$ cat src/rtl/mem_dev_dstb_pkg.sv
// Shared definitions for the MEM-stage device distributor.
// Contents: response codes, FSM state encoding, CLINT register region
// constants used as default device regions, latched request struct, and a
// region-hit helper.
package mem_dev_dstb_pkg;

  localparam logic [1:0] DSTB_RESP_OKAY   = 2'b00;
  localparam logic [1:0] DSTB_RESP_SLVERR = 2'b10;
  localparam logic [1:0] DSTB_RESP_DECERR = 2'b11;

  typedef enum logic [1:0] {
    ST_IDLE = 2'd0,
    ST_BUSY = 2'd1,
    ST_ERR  = 2'd2
  } dstb_state_e;

  // CLINT mtimecmp / mtime, each an 8-byte register.
  localparam logic [63:0] CLINT_MTIMECMP_BASE = 64'h0000_0000_0200_4000;
  localparam logic [63:0] CLINT_MTIME_BASE    = 64'h0000_0000_0200_BFF8;
  localparam logic [63:0] CLINT_REG_MASK      = 64'hFFFF_FFFF_FFFF_FFF8;

  typedef struct packed {
    logic [63:0] addr;
    logic [63:0] wdata;
    logic [1:0]  size;
    logic        req;
  } dstb_req_t;

  function automatic logic region_hit(input logic [63:0] addr,
                                      input logic [63:0] base,
                                      input logic [63:0] mask);
    return (addr & mask) == base;
  endfunction

endpackage

$ cat src/rtl/mem_dev_decode.sv
// Combinational address decoder for the device distributor.
// Ports: addr (byte address) -> hit (some device owns it), sel (one-hot
// target). Lowest matching index among 1..NUM_DEV-1 wins; device 0 is the
// fallback (DEFAULT_DEV0=1) or must match its own region (DEFAULT_DEV0=0).
module mem_dev_decode
  import mem_dev_dstb_pkg::*;
#(
  parameter int                      NUM_DEV      = 3,
  parameter logic [64*NUM_DEV-1:0]   DEV_BASE     = {CLINT_MTIME_BASE, CLINT_MTIMECMP_BASE, 64'h0},
  parameter logic [64*NUM_DEV-1:0]   DEV_MASK     = {CLINT_REG_MASK, CLINT_REG_MASK, 64'h0},
  parameter bit                      DEFAULT_DEV0 = 1'b1
) (
  input  logic [63:0]        addr,
  output logic               hit,
  output logic [NUM_DEV-1:0] sel
);

  logic [NUM_DEV-1:0] match;

  for (genvar i = 0; i < NUM_DEV; i++) begin : g_match
    assign match[i] = region_hit(addr, DEV_BASE[64*i +: 64], DEV_MASK[64*i +: 64]);
  end

  always_comb begin
    hit = 1'b0;
    sel = '0;
    // Walk downwards so the lowest matching index overwrites higher ones.
    for (int i = NUM_DEV - 1; i >= 1; i--) begin
      if (match[i]) begin
        sel    = '0;
        sel[i] = 1'b1;
        hit    = 1'b1;
      end
    end
    if (!hit && (DEFAULT_DEV0 || match[0])) begin
      sel[0] = 1'b1;
      hit    = 1'b1;
    end
  end

endmodule

$ cat src/rtl/mem_dev_dstb.sv
// MEM-stage request distributor: routes one LSU request to one of NUM_DEV
// devices (0 = main memory), holds the request on the shared device buses
// until the target completes, and answers unmapped addresses with DECERR.
// Upstream: dstb_valid_i/addr/data_write/size/req in; ready pulse with
//   data_read/resp/skip_o out.
// Downstream: one-hot dstb_dev_valid_o, shared latched addr/data/size/req;
//   per-device ready/data_read/resp in.
// Optional macro DSTB_TIMEOUT_EN: adds TIMEOUT_CYCLES; a BUSY wait that long
//   without target ready completes with SLVERR.
module mem_dev_dstb
  import mem_dev_dstb_pkg::*;
#(
  parameter int                    NUM_DEV        = 3,
  parameter logic [64*NUM_DEV-1:0] DEV_BASE       = {CLINT_MTIME_BASE, CLINT_MTIMECMP_BASE, 64'h0},
  parameter logic [64*NUM_DEV-1:0] DEV_MASK       = {CLINT_REG_MASK, CLINT_REG_MASK, 64'h0},
  parameter bit                    DEFAULT_DEV0   = 1'b1,
  parameter logic [NUM_DEV-1:0]    SKIP_MASK      = 3'b110
`ifdef DSTB_TIMEOUT_EN
  ,
  parameter int                    TIMEOUT_CYCLES = 255
`endif
) (
  input  logic                    clk,
  input  logic                    rst_n,
  input  logic                    dstb_valid_i,
  output logic                    dstb_ready_o,
  output logic [63:0]             dstb_data_read_o,
  input  logic [63:0]             dstb_data_write_i,
  input  logic [63:0]             dstb_addr_i,
  input  logic [1:0]              dstb_size_i,
  output logic [1:0]              dstb_resp_o,
  input  logic                    dstb_req_i,
  output logic [NUM_DEV-1:0]      dstb_dev_valid_o,
  input  logic [NUM_DEV-1:0]      dstb_dev_ready_i,
  input  logic [64*NUM_DEV-1:0]   dstb_dev_data_read_i,
  output logic [63:0]             dstb_dev_data_write_o,
  output logic [63:0]             dstb_dev_addr_o,
  output logic [1:0]              dstb_dev_size_o,
  input  logic [2*NUM_DEV-1:0]    dstb_dev_resp_i,
  output logic                    dstb_dev_req_o,
  output logic                    skip_o
);

  dstb_state_e        state;
  dstb_req_t          req_q;
  logic [NUM_DEV-1:0] sel_q;     // non-zero only while BUSY
  logic               dec_hit;
  logic [NUM_DEV-1:0] dec_sel;
  logic               tgt_rdy;
  logic               tmo;
  logic [63:0]        rdata_mux;
  logic [1:0]         resp_mux;

  mem_dev_decode #(
    .NUM_DEV      (NUM_DEV),
    .DEV_BASE     (DEV_BASE),
    .DEV_MASK     (DEV_MASK),
    .DEFAULT_DEV0 (DEFAULT_DEV0)
  ) u_decode (
    .addr (dstb_addr_i),
    .hit  (dec_hit),
    .sel  (dec_sel)
  );

  // sel_q gates this, so non-target ready bits never complete a request.
  assign tgt_rdy = |(dstb_dev_ready_i & sel_q);

`ifdef DSTB_TIMEOUT_EN
  localparam logic [15:0] TMO_LIMIT = 16'(TIMEOUT_CYCLES);
  logic [15:0] tmo_cnt;
  // Target ready in the limit cycle takes priority over the timeout.
  assign tmo              = (state == ST_BUSY) && (tmo_cnt == TMO_LIMIT) && !tgt_rdy;
  assign dstb_dev_valid_o = sel_q & {NUM_DEV{~tmo}};
`else
  assign tmo              = 1'b0;
  assign dstb_dev_valid_o = sel_q;
`endif

  always_ff @(posedge clk or negedge rst_n) begin
    if (!rst_n) begin
      state <= ST_IDLE;
      req_q <= '0;
      sel_q <= '0;
`ifdef DSTB_TIMEOUT_EN
      tmo_cnt <= '0;
`endif
    end else begin
      case (state)
        ST_IDLE: begin
          if (dstb_valid_i) begin
            if (dec_hit) begin
              req_q <= '{addr: dstb_addr_i, wdata: dstb_data_write_i,
                         size: dstb_size_i, req: dstb_req_i};
              sel_q <= dec_sel;
              state <= ST_BUSY;
`ifdef DSTB_TIMEOUT_EN
              tmo_cnt <= '0;
`endif
            end else begin
              state <= ST_ERR;
            end
          end
        end
        ST_BUSY: begin
          if (tgt_rdy || tmo) begin
            // Clearing the latch drives the shared buses back to 0.
            req_q <= '0;
            sel_q <= '0;
            state <= ST_IDLE;
          end
`ifdef DSTB_TIMEOUT_EN
          else begin
            tmo_cnt <= tmo_cnt + 16'd1;
          end
`endif
        end
        ST_ERR:  state <= ST_IDLE;
        default: state <= ST_IDLE;
      endcase
    end
  end

  always_comb begin
    rdata_mux = '0;
    resp_mux  = '0;
    for (int i = 0; i < NUM_DEV; i++) begin
      if (sel_q[i]) begin
        rdata_mux = dstb_dev_data_read_i[64*i +: 64];
        resp_mux  = dstb_dev_resp_i[2*i +: 2];
      end
    end
  end

  assign dstb_dev_data_write_o = req_q.wdata;
  assign dstb_dev_addr_o       = req_q.addr;
  assign dstb_dev_size_o       = req_q.size;
  assign dstb_dev_req_o        = req_q.req;

  always_comb begin
    dstb_ready_o     = 1'b0;
    dstb_data_read_o = '0;
    dstb_resp_o      = DSTB_RESP_OKAY;
    skip_o           = 1'b0;
    if (tgt_rdy) begin
      dstb_ready_o     = 1'b1;
      dstb_data_read_o = rdata_mux;
      dstb_resp_o      = resp_mux;
      skip_o           = |(sel_q & SKIP_MASK);
    end else if (tmo) begin
      dstb_ready_o = 1'b1;
      dstb_resp_o  = DSTB_RESP_SLVERR;
      skip_o       = |(sel_q & SKIP_MASK);
    end else if (state == ST_ERR) begin
      dstb_ready_o = 1'b1;
      dstb_resp_o  = DSTB_RESP_DECERR;
    end
  end

endmodule

$ cat config.mk
export PLATFORM = sky130hd
export DESIGN_NAME = mem_dev_dstb
export DESIGN_NICKNAME = d
export VERILOG_FILES = /design/src/rtl/mem_dev_dstb_pkg.sv /design/src/rtl/mem_dev_decode.sv /design/src/rtl/mem_dev_dstb.sv
export SDC_FILE = /design/constraint.sdc
export NUM_CORES = 1
export LEC_CHECK = 0
export CORE_AREA = 4 4 209 211
export DETAILED_ROUTE_END_ITERATION = 8
export DIE_AREA = 0 0 213 215
export DONT_BUFFER_PORTS = 1
export SLEW_MARGIN = 20
export SYNTH_ARGS = -nofsm -noshare
export SYNTH_HDL_FRONTEND = slang
export SYNTH_HIERARCHICAL = 1
export SYNTH_SLANG_ARGS = --single-unit
$ cat constraint.sdc
create_clock -name clk -period 2.6 [get_ports clk]
set_input_delay 0.39 -clock clk [delete_from_list [all_inputs] [get_ports clk]]
set_output_delay 0.39 -clock clk [all_outputs]
set_load 0.005 [all_outputs]
==> results of run 1 <==
==> power groups by stage <==
stage | registers (µW) | clock network, µW | logic (µW)
after floorplan | 3710 | 0 | 3560
after global placement | 4070 | 0 | 4380
after detailed placement | 4120 | 0 | 4550
after CTS | 4100 | 2780 | 4760
after global routing | 4250 | 2860 | 5800
final | 4100 | 2680 | 5280
==> worst max-delay path: cells and delay by family (launching register included) <==
family	cells	cell delay (ns)
flip-flops	1	0.47
AO/OA/AOI/OAI	1	0.11
AND/OR/NAND/NOR	2	0.70
buffers and inverters	2	0.38
==> cell type report <==
class | instances | area share (%)
Inverter | 135 | 5.20
Timing Repair Buffer | 54 | 6.52
Clock buffer | 20 | 4.69
Antenna cell | 6 | 0.154
Multi-Input combinational cell | 642 | 39.8
Tap cell | 539 | 6.92
Clock inverter | 10 | 1.72
Sequential cell | 136 | 35.0
==> cells in the final DEF, fill, tap and decap left out, types with 3 or more instances in the layout <==
cell	count
clkbuf_16	20
buf_4	37
nor2_1	70
buf_12	10
inv_1	134
dfrtp_1	131
nor4_1	15
nor3_1	55
diode_2	6
nor3_2	8
dfrtp_2	3
a32oi_1	3
nand4_1	6
o21ai_1	3
nand2_1	133
o221ai_1	131
bufinv_16	4
o21ai_0	132
a221oi_1	65
==> how the worst max path moves through the flow <==
stage	start	endpoint	cells past startpoint
floorplan	dstb_dev_valid_o[1]	dstb_resp_o[0]	6
global placement	dstb_addr_i[47]	dstb_dev_valid_o[1]	5
detailed placement	dstb_dev_valid_o[0]	dstb_dev_data_write_o[43]	5
CTS	dstb_dev_valid_o[0]	dstb_resp_o[0]	5
global route	dstb_dev_valid_o[0]	dstb_resp_o[0]	5
finish	dstb_dev_valid_o[0]	dstb_data_read_o[5]	5
==> logic make-up (layout without fill, tap and decap cells) <==
family	Yosys count	count (layout)	synth area share, %
AOI/OAI and AO/OA	342	342	30.7
buffers and inverters	246	219	11.5
DFF	136	136	41.8
muxes	1	1	0.123
other	1	7	0.0460
and+or+nand+nor	298	298	15.9
==> metal layers <==
layer | global-route usage [%] | part of all wire, % | vias up
li1 | - | - | 3659
met1 | 18.9 | 41 | 4043
met2 | 21.0 | 44 | 466
met3 | 7.22 | 12 | 68
met4 | 5.80 | 2.6 | 4
met5 | 1.29 | 0.074 | -
==> through the flow <==
| step | area [µm²] | worst slack (ns) | setup TNS, ns | total power [µW] | hold WS, ns |
|---|---|---|---|---|---|
| floorplan | 8150 | 0.699 | 0 | 7270 | 0.0944 |
| global placement | 8760 | 0.162 | 0 | 8450 | 0.0975 |
| detailed placement | 8760 | 0.122 | 0 | 8670 | 0.0967 |
| CTS | 9510 | -0.0613 | -0.190 | 11600 | -0.441 |
| global route | 9740 | -0.0327 | -0.120 | 12900 | -0.435 |
| finish | 9750 | 0.0701 | 0 | 12100 | -0.389 |
==> sequential cells by signal, summed over array words and instances, names as in the netlist <==
name / flops
dstb_dev_size_o: 2
dstb_dev_valid_o: 3
dstb_dev_addr_o: 64
dstb_dev_data_write_o: 64
dstb_dev_req_o: 1
state: 2
==> timing repair <==
action | in CTS | in global routing
setup buffers | 7 | 11
pin swaps | 1 | 2
endpoints found under the hold margin | 136 | 136
gates resized for setup | 14 | 15
cloned | 1 | 3
setup endpoints to repair | 16 | 29
==> PnR_summary.wiki, run 1 <==
{| class="wikitable"
! Metric !! Value
|-
| Share of synthesized flip-flops with an asynchronous set or reset || 100%
|-
| Area of the multi-input gates || 0.00387 mm²
|-
| Crit Reg-Reg Startpoint || dstb_dev_valid_o[0]
|-
| Max Clk Rate || 395 MHz
|-
| Detailed placer's ending HPWL || 25.6 mm
|-
| Largest net degree at the start of global routing || 137
|-
| DRC violations left || 0
|-
| Relative contribution of the clock network to total power || 22.2%
|-
| Sequential-to-total area share from yosys stat || 41.8%
|-
| Launching element type of the critical path || flop
|-
| Number of enable flip-flop cells after synthesis || 0
|-
| Ys Warns || 6
|-
| Final weighted congestion in routability-driven placement || 0.867
|-
| Critical path cell sequence || nor2b_4 > buf_4 > buf_4 > a221oi_1 > nor3_1
|-
| Pins over their slew limit || 132
|-
| Crit share post-route || 97.3%
|-
| Slew HR || -441%
|-
| Combined flip-flop and latch cell area || 0.00341 mm²
|-
| Core Box Area || 0.0418 mm²
|-
| Critical path's slowest cell || dfrtp_2
|-
| Die Span Y || 215 µm
|-
| Switching power || 5270 µW
|-
| Clock buffer count from CTS || 17
|-
| Critical-path maximum fanout || 22
|-
| Maximum cell stage delay along the critical path || 0.47 ns
|-
| Die width || 213 µm
|-
| Clock tree skew after final layout || 0.0121 ns
|-
| Top area cells in the synthesized netlist || dfrtp_1 42%, o221ai_1 14%, o21ai_0 8.1%, a221oi_1 7.0%, inv_1 6.2%
|-
| Most common cell on crit path || buf_4
|-
| Setup violators final || 0
|-
| Avg Inst Size Synth || 7.95 µm²
|-
| Switching Share || 43.7%
|-
| Arrival time worst endpoint || 2.14 ns
|-
| Path type of the worst setup path || flop to output pin
|-
| Proportion of layout cells with a drive suffix above 1 || 10.4%
|-
| Library cells used by synthesis || 34
|-
| Hold Vio Cnt, Final || 136
|-
| Post-Syn Area || 0.00815 mm²
|-
| Fraction of synthesized cell area taken by the top area cell type || 41.8%
|-
| TritonCTS Sinks || 136
|-
| # Max-Cap Violations || 0
|-
| Worst reg-to-reg path cell count || 6
|-
| Unrepaired setup endpoints after global routing || yes
|-
| Overall die area || 0.0458 mm²
|-
| Power per standard cell area || 1240 mW/mm²
|-
| Clock input transition at the sequential cells of the worst setup and hold paths || 0.06 ns
|-
| Starting density of the core || 19.5%
|-
| Clock tree root buffer cell || clkbuf_16
|-
| Vias per inst || 5.34
|-
| Non-filler instance count after layout || 1542
|-
| Least-Margin Pin Slew || 8.11 ns
|-
| FILL cells || 4497
|-
| Synth cell count leaders || 136 x dfrtp_1, 134 x inv_1, 133 x nand2_1, 132 x o21ai_0, 131 x o221ai_1
|-
| Worst Setup End Kind || output pin
|-
| Int Pwr || 6790 µW
|-
| Initial antenna violation count || 5
|-
| Via count of the routed design || 8240
|-
| Count of nets left with antenna violations after detail routing || 0
|-
| Ys flop type || dfrtp_1
|-
| Worst-Skew Late Latency || 0.47 ns
|-
| Final Core Density || 23.3%
|-
| Count of placed standard cells including taps || 1487
|-
| Clock Path Buffers || 2
|-
| Data required time of the critical path || 2.21 ns
|-
| Number of instances in the synthesized netlist || 1024
|-
| Portion of total power attributed to combinational logic || 43.8%
|-
| Run status || complete, but fails checks
|-
| Final-layout worst hold slack || -0.389 ns
|-
| Row cnt || 75
|-
| IO Port Bufs || 0
|-
| Number of levels the H-tree was split into || 4
|-
| Number of synthesized register bits || 136
|-
| Period minus WS final || 2.53 ns
|-
| Final wirelength || 36.5 mm
|-
| Routed WL per cell || 23.7 µm
|-
| Largest area contributor in the synthesized netlist || dfrtp_1
|-
| First-pass GRT wire length || 50.9 mm
|-
| Ports || 537
|-
| Violated checks || negative hold slack, max-slew violations
|-
| Library cell with the highest instance count after synthesis || dfrtp_1
|-
| Via count of the first global-routing pass || 7554
|-
| Worst IR Drop VDD || 0.601 mV
|-
| Overall global routing resource usage || 14.7%
|-
| Area growth from synthesis to layout || 19.6%
|-
| Number of iterations in the first detailed-routing pass || 6
|-
| R2R setup slack || 0.28 ns
|-
| Share of total power in sequential cells || 34.0%
|-
| Total gr overflow || 0
|-
| Leakage component of the power || 0.00365 µW
|-
| Nets in the synthesized netlist || 1359
|-
| Worst min-delay path class || input pin to async pin
|-
| R2R Path End || dstb_dev_data_write_o[43]
|-
| Net count reported at finish || 1321
|-
| 1st-iter DRT viols || 1091
|-
| Clock tree from TritonCTS || yes
|}
(Power assumes the default switching activity.)
==> run 2, diff against run 1 <==
GPL_ROUTABILITY_DRIVEN = 0   (was default)
==> results of run 2 <==
Final layout, timing and power as in run 1 (identical DEF).
